`config.mk`:
```
export PLATFORM = sky130hd
export DESIGN_NAME = fsm_control_gen2
export DESIGN_NICKNAME = d
export VERILOG_FILES = /design/src/rtl/fsm_control_gen2.sv
export SDC_FILE = /design/constraint.sdc
export NUM_CORES = 1
export LEC_CHECK = 0
export BUFFER_PORTS_ARGS = -buffer_cell sky130_fd_sc_hd__buf_2
export CAP_MARGIN = 20
export CORE_MARGIN = 1.5
export CORE_UTILIZATION = 35
export DETAILED_ROUTE_END_ITERATION = 6
export SETUP_SLACK_MARGIN = 0.1
export SYNTH_ARGS = -nofsm -noshare
export SYNTH_HDL_FRONTEND = slang
export SYNTH_SLANG_ARGS = --single-unit
```
`constraint.sdc`:
```
create_clock -name clk_i -period 3.6 [get_ports clk_i]
set_input_delay 0.54 -clock clk_i [delete_from_list [all_inputs] [get_ports clk_i]]
set_output_delay 0.54 -clock clk_i [all_outputs]
set_load 0.01 [all_outputs]
```
`src/rtl/fsm_control_gen2.sv`:
```
// Multicycle CPU control FSM: fetch/decode/execute sequencing with a memory
// request/ready handshake, optional memory timeout, resumable halt and trap.
module fsm_control_gen2 #(
  parameter int OPCODE_W      = 4,
  parameter int STATUS_W      = 2,
  parameter int MEM_HANDSHAKE = 1,
  parameter int MEM_TIMEOUT   = 0
) (
  input  logic                clk_i,
  input  logic                rst_ni,
  input  logic [OPCODE_W-1:0] opcode_i,
  input  logic [STATUS_W-1:0] status_i,
  input  logic                mem_ready_i,
  input  logic                resume_i,
  output logic                status_we_o,
  output logic [2:0]          alu_op_o,
  output logic                alu_in0_o,
  output logic [1:0]          alu_in1_o,
  output logic                memory_write_o,
  output logic [1:0]          memory_addr_o,
  output logic                ins_reg_o,
  output logic                mem_req_o,
  output logic [1:0]          reg_data_o,
  output logic [1:0]          reg_addr_o,
  output logic                regfile_write_o,
  output logic                halted_o,
  output logic                trap_o,
  output logic [1:0]          trap_cause_o,
  output logic [3:0]          state_o
);

  typedef enum logic [3:0] {
    FETCH_0 = 4'h0,
    FETCH_1 = 4'h1,
    DECODE  = 4'h2,
    HALT    = 4'h3,
    REG_0   = 4'h4,
    REG_1   = 4'h5,
    LD_0    = 4'h6,
    LD_1    = 4'h7,
    STR_0   = 4'h8,
    MOV_0   = 4'h9,
    MVR_0   = 4'hA,
    BR_0    = 4'hB,
    BR_1    = 4'hC,
    TRAP    = 4'hD
  } state_e;

  localparam logic [2:0] ALU_AND  = 3'd0;
  localparam logic [2:0] ALU_OR   = 3'd1;
  localparam logic [2:0] ALU_XOR  = 3'd2;
  localparam logic [2:0] ALU_ADD  = 3'd3;
  localparam logic [2:0] ALU_SUB  = 3'd4;

  localparam logic       IN0_OUT0 = 1'b0;
  localparam logic       IN0_PC   = 1'b1;
  localparam logic [1:0] IN1_OUT1 = 2'd0;
  localparam logic [1:0] IN1_INS  = 2'd1;
  localparam logic [1:0] IN1_ONE  = 2'd2;

  localparam logic [1:0] ADDR_PC   = 2'd0;
  localparam logic [1:0] ADDR_OUT0 = 2'd1;
  localparam logic [1:0] ADDR_OUT1 = 2'd2;

  localparam logic [1:0] DATA_IMM  = 2'd0;
  localparam logic [1:0] DATA_MEM  = 2'd1;
  localparam logic [1:0] DATA_ALU  = 2'd2;
  localparam logic [1:0] DATA_OUT1 = 2'd3;

  localparam logic [1:0] RA_D  = 2'd0;
  localparam logic [1:0] RA_S1 = 2'd1;
  localparam logic [1:0] RA_PC = 2'd2;

  localparam logic [1:0] CAUSE_NONE    = 2'b00;
  localparam logic [1:0] CAUSE_ILLEGAL = 2'b01;
  localparam logic [1:0] CAUSE_TIMEOUT = 2'b10;

  localparam int CNT_W = (MEM_TIMEOUT > 1) ? $clog2(MEM_TIMEOUT) : 1;
  localparam logic [CNT_W-1:0] CNT_LAST = CNT_W'((MEM_TIMEOUT > 0) ? MEM_TIMEOUT - 1 : 0);

  typedef struct packed {
    logic       statusWe;
    logic [2:0] aluOp;
    logic       aluIn0;
    logic [1:0] aluIn1;
    logic       memWrite;
    logic [1:0] memAddr;
    logic       memReq;
    logic [1:0] regData;
    logic [1:0] regAddr;
    logic       regWrite;
    logic       halted;
    logic       trap;
  } ctrl_t;

  state_e           state_q, state_d;
  logic [CNT_W-1:0] cnt_q, cnt_d;
  logic [1:0]       cause_q, cause_d;
  ctrl_t            ctrl_q;

  logic       ready;
  logic       memState;
  logic       timeout;
  logic       illegalOp;
  logic [3:0] lowOp;
  logic       flagZ, flagN, flagV;
  logic       unusedInputs;

  function automatic logic [2:0] regAluOp(input logic [3:0] op);
    logic [2:0] aluOp;
    case (op)
      4'h1:    aluOp = ALU_AND;
      4'h2:    aluOp = ALU_OR;
      4'h3:    aluOp = ALU_XOR;
      4'h4:    aluOp = ALU_ADD;
      default: aluOp = ALU_SUB;
    endcase
    return aluOp;
  endfunction

  // Control word for a given state; registered so outputs come straight off flops.
  function automatic ctrl_t decodeCtrl(input state_e s, input logic [3:0] op);
    ctrl_t c;
    c         = '0;
    c.aluOp   = ALU_ADD;
    c.aluIn0  = IN0_PC;
    c.aluIn1  = IN1_ONE;
    c.memAddr = ADDR_PC;
    c.regData = DATA_IMM;
    c.regAddr = RA_D;
    case (s)
      FETCH_0: c.memReq = 1'b1;
      FETCH_1: begin
        c.regWrite = 1'b1;
        c.regData  = DATA_ALU;
        c.regAddr  = RA_PC;
      end
      REG_0, REG_1: begin
        c.aluIn0 = IN0_OUT0;
        c.aluIn1 = IN1_OUT1;
        c.aluOp  = regAluOp(op);
        if (s == REG_0) begin
          c.statusWe = 1'b1;
        end else begin
          c.regWrite = 1'b1;
          c.regData  = DATA_ALU;
          c.regAddr  = RA_D;
        end
      end
      LD_0: begin
        c.memReq  = 1'b1;
        c.memAddr = ADDR_OUT1;
      end
      LD_1: begin
        c.memAddr  = ADDR_OUT1;
        c.regData  = DATA_MEM;
        c.regAddr  = RA_S1;
        c.regWrite = 1'b1;
      end
      STR_0: begin
        c.memReq   = 1'b1;
        c.memWrite = 1'b1;
        c.memAddr  = ADDR_OUT0;
      end
      MOV_0: c.regWrite = 1'b1;
      MVR_0: begin
        c.regWrite = 1'b1;
        c.regData  = DATA_OUT1;
        c.regAddr  = RA_S1;
      end
      BR_0: c.aluIn1 = IN1_INS;
      BR_1: begin
        c.aluIn1   = IN1_INS;
        c.regWrite = 1'b1;
        c.regData  = DATA_ALU;
        c.regAddr  = RA_PC;
      end
      HALT:    c.halted = 1'b1;
      TRAP:    c.trap   = 1'b1;
      default: ;
    endcase
    return c;
  endfunction

  assign ready     = (MEM_HANDSHAKE != 0) ? mem_ready_i : 1'b1;
  assign memState  = (state_q == FETCH_0) || (state_q == LD_0) || (state_q == STR_0);
  assign lowOp     = opcode_i[3:0];
  assign illegalOp = 32'(opcode_i) >= 32'd16;
  assign flagZ     = status_i[0];
  assign flagN     = status_i[1];

  // Two-bit status words carry no overflow flag, so V reads as zero.
  if (STATUS_W >= 4) begin : g_flag_v
    assign flagV = status_i[3];
  end else begin : g_no_flag_v
    assign flagV = 1'b0;
  end

  assign unusedInputs = ^{status_i, mem_ready_i};

  always_comb begin
    state_d = state_q;
    cnt_d   = cnt_q;
    cause_d = cause_q;
    timeout = 1'b0;

    // Ready in the same cycle as the last allowed wait beats the timeout.
    if (memState) begin
      if (ready) begin
        cnt_d = '0;
      end else if (MEM_TIMEOUT > 0) begin
        if (cnt_q == CNT_LAST) begin
          timeout = 1'b1;
          cnt_d   = '0;
        end else begin
          cnt_d = cnt_q + 1'b1;
        end
      end
    end else begin
      cnt_d = '0;
    end

    case (state_q)
      FETCH_0: if (ready) state_d = FETCH_1;
      FETCH_1: state_d = DECODE;
      DECODE: begin
        if (illegalOp) begin
          state_d = TRAP;
          cause_d = CAUSE_ILLEGAL;
        end else begin
          case (lowOp)
            4'h0:                               state_d = HALT;
            4'h1, 4'h2, 4'h3, 4'h4, 4'h5, 4'hA: state_d = REG_0;
            4'h6:                               state_d = LD_0;
            4'h7:                               state_d = STR_0;
            4'h8:                               state_d = MOV_0;
            4'h9:                               state_d = MVR_0;
            4'hB:                               state_d = BR_0;
            4'hC: if (flagZ)                    state_d = BR_0; else state_d = FETCH_0;
            4'hD: if (!flagZ)                   state_d = BR_0; else state_d = FETCH_0;
            4'hE: if (flagN ^ flagV)            state_d = BR_0; else state_d = FETCH_0;
            default: begin
              if (!flagZ && !(flagN ^ flagV)) state_d = BR_0;
              else                            state_d = FETCH_0;
            end
          endcase
        end
      end
      REG_0:   if (lowOp == 4'hA) state_d = FETCH_0; else state_d = REG_1;
      REG_1:   state_d = FETCH_0;
      LD_0:    if (ready) state_d = LD_1;
      LD_1:    state_d = FETCH_0;
      STR_0:   if (ready) state_d = FETCH_0;
      MOV_0:   state_d = FETCH_0;
      MVR_0:   state_d = FETCH_0;
      BR_0:    state_d = BR_1;
      BR_1:    state_d = FETCH_0;
      HALT:    if (resume_i) state_d = FETCH_0;
      TRAP:    state_d = TRAP;
      default: state_d = FETCH_0;
    endcase

    if (timeout) begin
      state_d = TRAP;
      cause_d = CAUSE_TIMEOUT;
    end
  end

  always_ff @(posedge clk_i or negedge rst_ni) begin
    if (!rst_ni) begin
      state_q <= FETCH_0;
      cnt_q   <= '0;
      cause_q <= CAUSE_NONE;
      ctrl_q  <= decodeCtrl(FETCH_0, 4'h0);
    end else begin
      state_q <= state_d;
      cnt_q   <= cnt_d;
      cause_q <= cause_d;
      ctrl_q  <= decodeCtrl(state_d, lowOp);
    end
  end

  assign status_we_o     = ctrl_q.statusWe;
  assign alu_op_o        = ctrl_q.aluOp;
  assign alu_in0_o       = ctrl_q.aluIn0;
  assign alu_in1_o       = ctrl_q.aluIn1;
  assign memory_write_o  = ctrl_q.memWrite;
  assign memory_addr_o   = ctrl_q.memAddr;
  assign mem_req_o       = ctrl_q.memReq;
  assign reg_data_o      = ctrl_q.regData;
  assign reg_addr_o      = ctrl_q.regAddr;
  assign regfile_write_o = ctrl_q.regWrite;
  assign halted_o        = ctrl_q.halted;
  assign trap_o          = ctrl_q.trap;
  assign trap_cause_o    = cause_q;
  assign state_o         = state_q;
  assign ins_reg_o       = rst_ni && ready && (state_q == FETCH_0);

endmodule

```
### Word-level counts from Yosys, hierarchy flattened

Index checks and enable logic that the tools add are counted.

* input bits: 10
* output and inout port bits: 25
* bits in registers: 22
* word-level logic and storage cells: 85

* equality and inequality tests: 34
* reductions and logical operators: 15
* multiplexer cells: 23

Operator list (count)
* 4-bit == test, second input constant: 16
* 4-bit by 3-bit == test with 1-bit output, second input constant: 10
* 4-bit case mux with 10 select lines: 1
* 4-bit case mux with 9 select lines: 1
* 4-bit two-way mux: 8
* 4-bit by 2-bit == test with 1-bit output, second input constant: 5
* 4-bit case mux with 4 select lines: 1
* 4-bit by 1-bit == test with 1-bit output, second input constant: 3
* 4-bit logical NOT: 3
* 3-bit case mux with 4 select lines: 1
* 5-bit two-way mux: 2
* 2-bit case mux with 2 select lines: 2
* 2-bit OR reduction: 4
* 6-bit OR reduction: 1
* 1-bit two-way mux: 5
* 5-bit OR reduction: 1
* 1-bit logical AND: 3
* 3-bit two-way mux: 1
* 3-bit OR reduction: 1
* 1-bit logical NOT: 2
* 1-bit case mux with 2 select lines: 1

### Depth between registers and ports, before layout

* depth in word-level cells: 8
* mapped depth: 8
* depth with buffers taken out: 7

### Worst setup path after synthesis

OpenSTA, ideal clock, no wires.

* path kind: input port to flip-flop
* from: input port opcode_i[0]
* to: register ctrl_q (netlist bit regfile_write_o)
* library setup time: 0.071 ns
* stages on the path: 8
* setup slack: 1.688 ns
* arrival time: 1.840 ns
* buffers on the path: 2
* required time: 3.529 ns
* cells stage by stage: buf_2 nor2_2 nand3_2 a21bo_1 a221o_1 buf_6 nand4bb_4 nand4_1

* longest elaborated chain between the ends: 7
* elaborated cells on any way between the ends: 30
* classes of those cells: eq/ne (21); mux (5); reduce/logical (4)

Ends and longest elaborated chain
* start: declaration: RTL line 11 `input logic [OPCODE_W-1:0] opcode_i,`
* 4-bit == test (tied with other cells): RTL line 231, 249
* 6-bit OR reduction
* 4-bit case mux with 10 select lines: RTL line 231 `case (lowOp)`
* 4-bit case mux with 9 select lines (*): RTL line 223 `case (state_q)`
* net state_d[0]: RTL line 96 `state_e state_q, state_d;`
* 4-bit == test (tied with other cells): RTL line 131 `case (s)`
* 5-bit OR reduction (no source line) (tied with other cells)
* 1-bit case mux with 2 select lines (*): RTL line 131
* end signal: assignment: RTL line 274 `ctrl_q <= decodeCtrl(FETCH_0, 4'h0);`
* end signal: assignment: RTL line 279 `ctrl_q <= decodeCtrl(state_d, lowOp);`
* end: declaration: RTL line 99 `ctrl_t ctrl_q;`

The timed path passes the listed nets; every way through them passes the cells marked *.

### Worst setup path after layout

* from: register state_q[0], in the netlist state_o[0]
* to: output port ins_reg_o

* longest elaborated chain between the ends: 2

Ends and longest elaborated chain
* start: declaration: RTL line 96
* start signal: assignment: RTL line 276 `state_q <= state_d;`
* 4-bit logical NOT: RTL line 297 `assign ins_reg_o = rst_ni && ready && (state_q == FETCH_0);`
* 1-bit logical AND: RTL line 297
* end: declaration: RTL line 21 `output logic ins_reg_o,`

Every way passes these cells.

==> metrics.yaml <==
logic_synthesis:
  number_of_enable_flip_flop_cells_after_synthesis: 0
  syn-instance-count: 121
  synth-async-reset-ratio: 1.00
  synth_area_um2: 1240
  seq_area_frac_synth: 0.429
  postSynthRegisterBits: 21
  post_synth.cell_area_avg_um2: 10.2
  yosys_most_used_dff: "sky130_fd_sc_hd__dfrtp_1"
  synthesis.yosys.warnings: 0
  synthDistinctLibCells: 48
critical_path:
  slowest_stage: "sky130_fd_sc_hd__dfrtp_1"
  timing.reg2reg.setup_slack_ps: 1620
  path_class: "reg2out"
  reg2reg_depth: 6
  cpLargestDelayFamily: "simple AND/OR/NAND/NOR gates"
  critPathMaxStageDelay_ps: 540
  startpoint_type: "register"
  cp_num_cells: 3
  path_cells: "nor2_1, and4_1, buf_2"
  critical_path_peak_fanout: 11
  reg2reg_to: "regfile_write_o$_DFF_PN0_"
  setup.worst_path.start: "state_o[0]$_DFF_PN0_"
  worst-endpoint-required_ps: 3060
  worst_r2r_startpoint: "state_o[2]$_DFF_PN0_"
  timing.critical_path.arrival_ps: 1560
  critPathCapture: "ins_reg_o"
  timing.critical_path.to_type: "primary output"
  critical_path.n_buffers_inverters: 1
die:
  ioPinCount: 35
  die_height_um: 62.5
  dieArea_um2: 3910
  floorplan.rows: 21
  floorplan.die.width_um: 62.5
  start_util: 0.368
  fp.coreArea_um2: 3360
placed_design:
  routabilityCongestion: 0.830
  hpwl_dp_mm: 1.83
  buffer_ports.inserted: 32
  area_of_placed_instances_um2: 1360
  detailedPlace.worstSlack_ps: 1450
power:
  seq_power_share: 0.414
  fin_total_pwr_uw: 963
  ir_worst_vdd_mv: 0.163
  total_leakage_power_nw: 0.673
  power.switching_fraction: 0.403
  power.density_nw_per_um2: 695
  combinational_share_of_power: 0.477
  cell_internal_power_uw: 574
  p_sw_uw: 389
  share_clk_of_total_power: 0.109
detailed_routing:
  wire_length_per_cell_um: 12.4
  drc: 0
  via_per_inst: 5.02
  total_wirelength_mm: 2.38
  drt_pass1_iterations: 5
  num_vias: 964
  drtIter0Drc: 33
  antenna_left: 0
global_routing:
  groute.usage.overall: 0.130
  grt.overflow.total: 0
  grt_antenna_before_repair: 0
  pin_count_of_the_biggest_net_entering_global_routing: 23
  grt_pass1_vias: 919
  grt_pass1_wl_mm: 4.16
clock_tree:
  post_cts_resized: 0
  post_cts_buffers: 0
  clock_sink_count: 21
  tritoncts_clock_tree: "done"
  clk_path_buf_depth: 2
  cts-hold-fix-buffers: 0
  clock_tree.htree_level_count: 1
  clock_transition_at_the_registers_of_the_reported_paths_ps: 100
  cts_root_buf: "sky130_fd_sc_hd__clkbuf_4"
  cts_inserted_buffers: 3
  worst_skew_pair.late_latency_ps: 290
timing:
  setup_total_negative_slack_ps: 0
  final_max_slew_viol_count: 0
  timing_hold_violations_final: 0
  finalWorstSetupSlack_ps: 1500
  min_period_over_period: 0.582
  period_minus_slack_ps: 2100
  fmax_mhz: 477
  fin_worst_skew_ps: 4.19
  setup_violations: 0
  unrepaired_setup_endpoints_after_global_routing: "false"
worst_hold_path:
  worstHoldPathType: "in2async"
finish:
  fillCellCount: 362
  antenna_cells_inserted: 0
  fin_util: 0.412
  nets: 157
  area_delta_synth_final_pct: 11.8
  post-route-cell-area_um2: 1390
  share_of_final_layout_standard_cells_stronger_than_drive_strength_1: 0.349
flow_run:
  drv.max_cap_violation_count: 0
outcome:
  outcome: "finished, final reports clean"
[worst reg2reg max path: stages, from the launching register on]
cell,delay (ps)
sky130_fd_sc_hd__dfrtp_1,590
sky130_fd_sc_hd__nor2_1,140
sky130_fd_sc_hd__o21ai_2,140
sky130_fd_sc_hd__a21bo_1,210
sky130_fd_sc_hd__a221o_1,460
sky130_fd_sc_hd__nand4bb_4,280
sky130_fd_sc_hd__nand4_1,100
[flip-flops by register name (all words and copies together), names as in the netlist]
signal and flops:
state_o 4, alu_op_o 3, alu_in1_o 2, memory_addr_o 2
reg_addr_o 2, alu_in0_o 1, halted_o 1, mem_req_o 1
memory_write_o 1, reg_data_o 1, regfile_write_o 1, status_we_o 1
trap_o 1
[worst min-delay path by stage]
stage	slack (ps)	to	startpoint	cells past startpoint
CTS	190	state_o[1]$_DFF_PN0_	rst_ni	1
global route	200	state_o[1]$_DFF_PN0_	rst_ni	1
global placement	510	alu_op_o[2]$_DFF_PN0_	rst_ni	1
floorplan	240	alu_in1_o[0]$_DFF_PN0_	rst_ni	0
finish	180	state_o[0]$_DFF_PN0_	rst_ni	1
detailed placement	510	alu_op_o[2]$_DFF_PN0_	rst_ni	1
[through the flow]
step | std cells | hold slack [ps]
final | 192 | 177
after global routing | 192 | 198
after CTS | 192 | 186
after detailed placement | 188 | 508
after global placement | 188 | 512
after floorplan | 122 | 244
[cell usage in the layout (no fill, tap or decap), drive strengths merged, types with 2 or more instances in the layout]
cell | synthesis | layout
buf | 12 | 32
dfrtp | 16 | 16
nand3 | 9 | 9
o21ai | 8 | 8
nand2 | 7 | 7
nor2 | 7 | 7
dfstp | 5 | 5
o211ai | 5 | 5
inv | 4 | 4
nor3 | 4 | 4
nand3b | 4 | 4
clkbuf | 0 | 4
nor2b | 3 | 3
a21o | 3 | 3
and3 | 3 | 3
a21oi | 3 | 3
nor3b | 2 | 2
a221o | 2 | 2
a31oi | 2 | 2
conb | 1 | 2
[logic make-up after synthesis]
group	share of synthesized area
DFF	0.429
buffers and inverters	0.101
xor gates and xnor gates	0.00707
muxes	0.00909
other	0.00303
AOI/OAI and AO/OA	0.191
and+or+nand+nor	0.260
[layout make-up]
cell class / count / area (um2) / area share
well taps: 46 / 57.6 / 0.0416
multi-input cells: 84 / 586 / 0.423
clock buffers: 4 / 26.3 / 0.0190
flip-flops and latches: 21 / 532 / 0.384
repair buffers: 32 / 160 / 0.116
inverters: 5 / 23.8 / 0.0172
[synthesized netlist by cell type (4+ instances only)]
library cell / instances / share of area
sky130_fd_sc_hd__inv_1: 4 / 0.012
sky130_fd_sc_hd__buf_4: 4 / 0.024
sky130_fd_sc_hd__nand3_1: 7 / 0.028
sky130_fd_sc_hd__nor3_1: 4 / 0.016
sky130_fd_sc_hd__nand3b_1: 4 / 0.024
sky130_fd_sc_hd__nand2_1: 7 / 0.021
sky130_fd_sc_hd__nor2_1: 6 / 0.018
sky130_fd_sc_hd__dfstp_2: 5 / 0.11
sky130_fd_sc_hd__dfrtp_1: 16 / 0.32
sky130_fd_sc_hd__buf_6: 5 / 0.045
sky130_fd_sc_hd__o211ai_1: 4 / 0.024
sky130_fd_sc_hd__o21ai_0: 6 / 0.024
[power groups by stage]
stage / sequential (mW) / clock [mW] / combinational, mW
floorplan: 0.406 / 0 / 0.357
global placement: 0.402 / 0 / 0.460
detailed placement: 0.403 / 0 / 0.464
CTS: 0.398 / 0.108 / 0.465
global route: 0.415 / 0.118 / 0.508
finish: 0.399 / 0.105 / 0.460
[per-layer routing]
metal  vias up  global-route usage  routed length [um]
li1        481                   -                   -
met4         0              0.0667                  28
met2        28               0.194                1050
met5         -                   0                   0
met1       453               0.183                1180
met3         2              0.0180                 117
(Power assumes the default switching activity.)
